==> src/rtl/ysyx_23060201_ifu_fetch_pkg.sv <==
// Shared definitions for the ysyx_23060201 instruction fetch unit.
//   fetch_state_e    : fetch FSM states
//   RESP_OKAY        : read response code for a successful read
//   RESET_PC_DEFAULT : default PC loaded on reset
//   INST_BYTES       : bytes per instruction (sequential PC increment)
package ysyx_23060201_pkg;

  typedef enum logic [2:0] {
    S_IDLE    = 3'd0,
    S_REQ     = 3'd1,
    S_RESP    = 3'd2,
    S_OUT     = 3'd3,
    S_WAIT_WB = 3'd4
  } fetch_state_e;

  localparam logic [1:0]  RESP_OKAY        = 2'b00;
  localparam logic [31:0] RESET_PC_DEFAULT = 32'h8000_0000;
  localparam int          INST_BYTES       = 4;

endpackage

==> src/rtl/ysyx_23060201_ifu_fetch_if.sv <==
// Bus bundle of the fetch unit: AR/R read channel to instruction SRAM,
// valid/ready instruction output to decode, commit/redirect from writeback,
// and the sticky fetch error flag.
//
// Handshake rule for every valid/ready pair here: a transfer happens on a
// rising clock edge where both valid and ready are high; once valid is raised
// it and its payload stay stable until that transfer.
//
//   master : the fetch unit (drives araddr/arvalid/rready/out_*/fetch_err)
//   slave  : the surroundings (SRAM, decode, writeback)
interface ysyx_23060201_ifu_fetch_if #(
  parameter int ADDR_WIDTH = 32,
  parameter int DATA_WIDTH = 32
);
  logic [ADDR_WIDTH-1:0] araddr;
  logic                  arvalid;
  logic                  arready;
  logic [DATA_WIDTH-1:0] rdata;
  logic [1:0]            rresp;
  logic                  rvalid;
  logic                  rready;
  logic                  out_valid;
  logic                  out_ready;
  logic [DATA_WIDTH-1:0] out_inst;
  logic [ADDR_WIDTH-1:0] out_pc;
  logic                  wb_valid;
  logic                  jump_en;
  logic [ADDR_WIDTH-1:0] dnpc;
  logic                  fetch_err;

  modport master (
    output araddr, arvalid, rready, out_valid, out_inst, out_pc, fetch_err,
    input  arready, rdata, rresp, rvalid, out_ready, wb_valid, jump_en, dnpc
  );

  modport slave (
    input  araddr, arvalid, rready, out_valid, out_inst, out_pc, fetch_err,
    output arready, rdata, rresp, rvalid, out_ready, wb_valid, jump_en, dnpc
  );
endinterface

==> src/rtl/ysyx_23060201_ifu_fetch.sv <==
// Multi-cycle instruction fetch unit. Owns the PC, issues one AR/R read at a
// time, hands the instruction to decode, and advances the PC only on commit
// from writeback, so exactly one instruction is in flight.
//
// Ports:
//   clk       : core clock
//   rst_n     : asynchronous active-low reset
//   bus       : fetch bundle (master side), see ysyx_23060201_ifu_fetch_if
//   dbg_state : current FSM state, for observation only
//
// Every output is decoded from registered state; no input reaches an output
// combinationally.
module ysyx_23060201_ifu_fetch
  import ysyx_23060201_pkg::*;
#(
  parameter int                    ADDR_WIDTH = 32,
  parameter int                    DATA_WIDTH = 32,
  parameter logic [ADDR_WIDTH-1:0] RESET_PC   = ADDR_WIDTH'(RESET_PC_DEFAULT)
) (
  input  logic                          clk,
  input  logic                          rst_n,
  ysyx_23060201_ifu_fetch_if.master     bus,
  output fetch_state_e                  dbg_state
);

  fetch_state_e          state;
  logic [ADDR_WIDTH-1:0] pc;
  logic [DATA_WIDTH-1:0] inst;
  logic                  fetch_err;

  always_ff @(posedge clk or negedge rst_n) begin
    if (!rst_n) begin
      state     <= S_IDLE;
      pc        <= RESET_PC;
      inst      <= '0;
      fetch_err <= 1'b0;
    end else begin
      case (state)
        // One idle cycle after reset so an arready already high at reset
        // release cannot complete a transfer.
        S_IDLE: state <= S_REQ;

        S_REQ: begin
          if (bus.arready) state <= S_RESP;
        end

        // The instruction is delivered even on an error response; the error
        // is only recorded in the sticky flag.
        S_RESP: begin
          if (bus.rvalid) begin
            inst <= bus.rdata;
            if (bus.rresp != RESP_OKAY) fetch_err <= 1'b1;
            state <= S_OUT;
          end
        end

        S_OUT: begin
          if (bus.out_ready) state <= S_WAIT_WB;
        end

        // A misaligned redirect target is forced to word alignment and
        // flagged; the sequential increment wraps silently.
        S_WAIT_WB: begin
          if (bus.wb_valid) begin
            if (bus.jump_en) begin
              pc <= {bus.dnpc[ADDR_WIDTH-1:2], 2'b00};
              if (bus.dnpc[1:0] != 2'b00) fetch_err <= 1'b1;
            end else begin
              pc <= pc + ADDR_WIDTH'(INST_BYTES);
            end
            state <= S_REQ;
          end
        end

        default: state <= S_IDLE;
      endcase
    end
  end

  assign bus.araddr    = pc;
  assign bus.arvalid   = (state == S_REQ);
  assign bus.rready    = (state == S_RESP);
  assign bus.out_valid = (state == S_OUT);
  assign bus.out_inst  = inst;
  assign bus.out_pc    = pc;
  assign bus.fetch_err = fetch_err;
  assign dbg_state     = state;

endmodule

==> src/flat_wrapper.sv <==
// flat-port wrapper written by rule: the top's interface ports become plain ports
module ysyx_23060201_ifu_fetch_flat import ysyx_23060201_pkg::*;
#(
  parameter int                    ADDR_WIDTH = 32,
  parameter int                    DATA_WIDTH = 32,
  parameter logic [ADDR_WIDTH-1:0] RESET_PC   = ADDR_WIDTH'(RESET_PC_DEFAULT)
)
  (clk, rst_n, dbg_state, bus_araddr, bus_arvalid, bus_rready, bus_out_valid, bus_out_inst, bus_out_pc, bus_fetch_err, bus_arready, bus_rdata, bus_rresp, bus_rvalid, bus_out_ready, bus_wb_valid, bus_jump_en, bus_dnpc);
  ysyx_23060201_ifu_fetch_if #(.ADDR_WIDTH(ADDR_WIDTH), .DATA_WIDTH(DATA_WIDTH)) bus_i ();
  input  logic clk;
  input  logic rst_n;
  output fetch_state_e dbg_state;
  output wire logic [$bits(bus_i.araddr)-1:0] bus_araddr;
  output wire logic [$bits(bus_i.arvalid)-1:0] bus_arvalid;
  output wire logic [$bits(bus_i.rready)-1:0] bus_rready;
  output wire logic [$bits(bus_i.out_valid)-1:0] bus_out_valid;
  output wire logic [$bits(bus_i.out_inst)-1:0] bus_out_inst;
  output wire logic [$bits(bus_i.out_pc)-1:0] bus_out_pc;
  output wire logic [$bits(bus_i.fetch_err)-1:0] bus_fetch_err;
  input wire logic [$bits(bus_i.arready)-1:0] bus_arready;
  input wire logic [$bits(bus_i.rdata)-1:0] bus_rdata;
  input wire logic [$bits(bus_i.rresp)-1:0] bus_rresp;
  input wire logic [$bits(bus_i.rvalid)-1:0] bus_rvalid;
  input wire logic [$bits(bus_i.out_ready)-1:0] bus_out_ready;
  input wire logic [$bits(bus_i.wb_valid)-1:0] bus_wb_valid;
  input wire logic [$bits(bus_i.jump_en)-1:0] bus_jump_en;
  input wire logic [$bits(bus_i.dnpc)-1:0] bus_dnpc;
  assign bus_araddr = bus_i.araddr;
  assign bus_arvalid = bus_i.arvalid;
  assign bus_rready = bus_i.rready;
  assign bus_out_valid = bus_i.out_valid;
  assign bus_out_inst = bus_i.out_inst;
  assign bus_out_pc = bus_i.out_pc;
  assign bus_fetch_err = bus_i.fetch_err;
  assign bus_i.arready = bus_arready;
  assign bus_i.rdata = bus_rdata;
  assign bus_i.rresp = bus_rresp;
  assign bus_i.rvalid = bus_rvalid;
  assign bus_i.out_ready = bus_out_ready;
  assign bus_i.wb_valid = bus_wb_valid;
  assign bus_i.jump_en = bus_jump_en;
  assign bus_i.dnpc = bus_dnpc;
  ysyx_23060201_ifu_fetch #(.ADDR_WIDTH(ADDR_WIDTH), .DATA_WIDTH(DATA_WIDTH), .RESET_PC(RESET_PC)) u_core (.clk(clk), .rst_n(rst_n), .bus(bus_i), .dbg_state(dbg_state));
endmodule
==> config.mk <==
export PLATFORM = sky130hd
export DESIGN_NAME = ysyx_23060201_ifu_fetch_flat
export DESIGN_NICKNAME = d
export VERILOG_FILES = /design/src/rtl/ysyx_23060201_ifu_fetch_pkg.sv /design/src/rtl/ysyx_23060201_ifu_fetch_if.sv /design/src/rtl/ysyx_23060201_ifu_fetch.sv /design/src/flat_wrapper.sv
export SDC_FILE = /design/constraint.sdc
export NUM_CORES = 1
export LEC_CHECK = 0
export ABC_CLOCK_PERIOD_IN_PS = 1700
export CAP_MARGIN = 25
export CORE_UTILIZATION = 37
export CTS_CLUSTER_SIZE = 8
export DETAILED_ROUTE_END_ITERATION = 6
export GPL_TIMING_DRIVEN = 0
export MAX_ROUTING_LAYER = met4
export PLACE_DENSITY = 0.86
export SLEW_MARGIN = 15
export SYNTH_ARGS = -nofsm -noshare
export SYNTH_HDL_FRONTEND = slang
export SYNTH_SLANG_ARGS = --single-unit
==> constraint.sdc <==
create_clock -name clk -period 1.7 [get_ports clk]
set_input_delay 0.17 -clock clk [delete_from_list [all_inputs] [get_ports clk]]
set_output_delay 0.17 -clock clk [all_outputs]
set_load 0.1 [all_outputs]
==> results.md, run 1 <==
Clocking:
- The number of clock sinks is 66.
- TritonCTS built the clock tree.
- The largest buffer count on any clock path is 2.
- At the later pin of the worst-skew pair, clock insertion delay measures 0.35 ns.
- The clock transition time at the flip-flop clock pins of the worst setup and hold paths is about 0.08 ns.
- The number of levels in the clock H-tree is 3.
- The tree is rooted in a clkbuf_8.
- Buffers inserted during clock tree synthesis total 9.

Pwr:
- For this design the static power due to leakage is just under 3 nW.
- After layout, the design draws a total of roughly 15 mW.
- Of the total power, combinational logic draws 0.714.
- The power density of the placed cells is 2080 nW/um2.
- The share of power burned in registers is 0.207.
- The clock share of power is 0.079.
- IR analysis of the VDD net gives a maximum drop of roughly 0.0015 V.
- Internal power comes to 5.67 mW.
- The fraction of power spent switching nets is 0.614.
- In this run the power spent charging and discharging nets is 9.02 mW.

Synthesis:
- For this run, asynchronously set or reset flops after synthesis account for 1.00.
- In this run, synthesis inferred 0 flip-flops with an integrated enable.
- The largest area contributor in the netlist is dfrtp_1.
- Of the post-synthesis cell area, the dominant cell type holds 0.446.
- For this run, the register share of the synthesized area comes to 0.453.
- In the post-synthesis netlist, the biggest area contributors are dfrtp_1, mux2_2, buf_4.
- Averaged over all synthesized cells, the footprint is a little under 10 um2.
- The total standard cell area after synthesis is about 3600 um2.
- The number of instances in the synthesized netlist is 380.
- In this run, synthesis produced a sequential element count of 66.
- Yosys printed 0 warnings.
- Among all flip-flop cells after synthesis, the most frequent one is dfrtp_1.
- The count of different cell masters after synthesis is 48.

Drt:
- The average vias per placed instance is 5.78.
- The first TritonRoute pass finished after 5 iterations.
- In the final routed layout, each cell accounts on average for around 22 um.
- The DRC violation total after the first TritonRoute iteration is 287.
- The number of nets still failing antenna checks after routing is 0.
- The routed layout has around 4400 vias.
- The final routed DRC violation total is 0.
- The total wirelength of the detailed-routed design is about 17000 um.

Setup path:
- The classification of the worst setup path is flip-flop to flip-flop.
- The kind of start point of the critical path is a flip-flop.
- The kind of cell with the highest combined delay along the critical path is simple AND/OR/NAND/NOR gates.
- Walking the worst path, the cells encountered are ha_4 -> nand4_1 -> nor4_4 -> buf_4 -> nand2_2 -> and3_4 -> or3_1.
- The kind of capture point of the worst setup path is a flip-flop.
- In this run the worst path has a maximum fanout of 5.
- The largest single stage delay on the critical path is between 0.4 and 0.5 ns.
- Data arrives at the worst endpoint at about 2.1 ns.
- The number of buffer and inverter instances along the worst setup path is 1.
- The cell at the slowest stage of the critical path is dfrtp_4.
- The endpoint required time on the critical path is 1.93 ns.

Timing:
- The shortest period the worst path allows is ~1.9 ns.
- The final setup TNS is -0.957 ns.
- Setup repair after global routing could not meet its margin everywhere.
- The number of setup violations in the final report is 19.
- The slew at the pin closest to its max-slew limit is 0.755 ns.
- The worst pin sits at a relative slew slack of 0.497.
- Based on the critical path, the design can be clocked at up to ~0.54 GHz.
- In the finished design, the share of the clock period the worst path needs comes to 1.09.
- The total count of hold-check failures in the final report came to 0.
- The number of pins exceeding their max-slew limit in the final report is 0.
- In the post-route analysis, the smallest setup slack over all paths is -0.158 ns.
- On the final layout, the worst clock skew is 0.0123 ns.

Place:
- Routability-driven placement finished with a final weighted congestion of ~0.9.
- Port buffering added between 150 and 200 buffers.
- After legalization and detailed placement, the total HPWL measured 9120 um.

Floorplan:
- The die is a little over 100 um tall.
- The initialized floorplan defines 35 standard-cell rows.
- During I/O placement, the number of pins put on the boundary was ~180.
- The die area is between 10000 and 15000 um2.
- The placeable core region is about 9400 um2.
- The starting utilization of the core area is 0.388.
- Measured along the x axis, the die boundary spans approximately 100 um.

Layout:
- The final layout contains 702 nets.
- The fraction of layout instances using a drive strength above 1 is 0.572.
- Relative to the synthesized area, the layout overhead comes to 93.3%.

Global route:
- In the global route stage, overall resource usage came out at 0.301.
- For this run, global-route usage on met1 was measured as 0.344.
- The number of global-route vias before repair is just over 4000.
- The total overflow left after global routing is 0.
- The met2 track demand over resource in global routing is 0.500.
- met2 is the most crowded layer.
- Entering global routing, the biggest net connects between 40 and 50 pins.
- The met3 track demand over resource is 0.0663.
- The initial antenna violation count is 1.
- The wire length of the first global-routing pass is 22700 um.

Run:
- The count of maximum capacitance violations is 0.

Min path:
- In this run the worst hold path is classified as primary input to asynchronous set/reset pin.

Outcome:
- The flow ran to the end, but the final reports show violations.
- The checks that failed: negative setup slack.
-- cell type report --
type	instances	area, um2
timing repair buffer	241	2410
fill	566	2360
multi-input combinational	251	2080
sequential	66	1750
buffer	51	454
tap	129	161
clock buffer	10	128
clock inverter	6	33.8
inverter	8	33.8
antenna	1	2.50
-- path summary, 6_finish.rpt --
check / cells past startpoint / start / endpoint / slack, ns
max: 7 / u_core.bus.araddr[2] / u_core.bus.araddr[22] / -0.16
min: 2 / rst_n / u_core.bus.araddr[20] / 0.25
min in group clk: 3 / bus_dnpc[31] / u_core.bus.araddr[31] / 0.41
max in group asynchronous: 3 / rst_n / u_core.dbg_state[0] / 0.90
max reg2reg: 7 / u_core.bus.araddr[2] / u_core.bus.araddr[22] / -0.16
min reg2reg: 1 / u_core.bus.fetch_err / u_core.bus.fetch_err / 0.49
-- cell usage after synthesis, types with 3 or more instances --
master and n:
dfrtp_1 65, buf_4 34, nor2_1 30, o21ai_0 28, mux2_2 27, nand2_1 25, a21oi_1 24, clkbuf_1 17
nand3_1 15, nand4_1 9, a211oi_1 8, and3_1 8, inv_1 8, or3_1 7, nor4_1 6, a22oi_1 5
a31oi_1 5, buf_2 5, mux2_1 5, a311oi_1 4, a41o_1 4, nor3_1 4, o22ai_1 4, a31o_2 3
and2_1 3
-- kinds of logic after synthesis --
| logic type | Yosys count | synth area share |
|---|---|---|
| adder cells (fa/ha/maj) | 1 | 0.00343 |
| AND/OR/NAND/NOR | 119 | 0.174 |
| multiplexers | 34 | 0.104 |
| buffers and inverters | 66 | 0.105 |
| other | 1 | 0.00103 |
| AO/OA/AOI/OAI | 93 | 0.159 |
| flip-flops | 66 | 0.453 |
-- cells in the final DEF, fill, tap and decap left out, types with 8 or more instances in the layout --
master | Yosys | routed
o21ai_2 | 0 | 10
mux2_4 | 0 | 24
o21ai_0 | 28 | 15
buf_4 | 34 | 91
nor2_1 | 30 | 23
nand4_1 | 9 | 9
buf_6 | 0 | 12
clkbuf_8 | 0 | 11
dfrtp_1 | 65 | 37
nand3_1 | 15 | 11
clkdlybuf4s15_2 | 0 | 66
clkdlybuf4s50_1 | 0 | 71
a21oi_1 | 24 | 17
nand2_1 | 25 | 19
dfrtp_4 | 0 | 25
clkbuf_2 | 0 | 24
mux2_2 | 27 | 8
-- power groups by stage --
| stage | Combinational [mW] | Sequential [mW] | Clock, mW |
|---|---|---|---|
| final | 10.5 | 3.04 | 1.17 |
| after global routing | 10.7 | 3.10 | 1.24 |
| after CTS | 10.0 | 2.93 | 1.17 |
| after detailed placement | 9.62 | 2.93 | 0 |
| after global placement | 9.51 | 2.87 | 0 |
| after floorplan | 3.04 | 7.25 | 0 |
-- stage by stage --
| stage | worst slack [ns] | cell area, um2 | cells | util | hold WS, ns |
|---|---|---|---|---|---|
| after global placement | -2.19 | 5730 | 683 | 0.609 | 0.457 |
| after floorplan | -0.729 | 3860 | 383 | - | -0.126 |
| after global routing | -0.171 | 7050 | 763 | 0.749 | 0.270 |
| after detailed placement | -0.750 | 5760 | 684 | 0.611 | 0.0891 |
| final | -0.158 | 7050 | 763 | 0.749 | 0.248 |
| after CTS | -0.138 | 6780 | 734 | 0.721 | 0.252 |
-- sequential cells by signal (all words and copies together) (netlist names) --
signal	flops
u_core.bus.araddr	30
u_core.bus.fetch_err	1
u_core.bus.out_inst	32
u_core.dbg_state	3
-- metal layers --
layer	up-vias	wire length, um
met2	348	7760
li1	1847	-
met4	0	1040
met5	-	0
met3	102	1750
met1	2111	6010
-- what timing repair did --
action                                  in CTS  in global routing
resized for setup                          404                100
pin swaps                                   20                 19
hold buffers                                 1                  0
cloned                                       8                  0
endpoints found under the setup margin     159                 83
endpoints found under the hold margin       20                  0
setup buffers                               27                 38
(Power assumes the default switching activity.)
==> run 2, diff against run 1 <==
Settings changed: CTS_CLUSTER_SIZE 8 to 40, HOLD_SLACK_MARGIN set to 0.15.
==> results of run 2 <==
No change in the layout: final DEF, timing and power equal those of run 1.
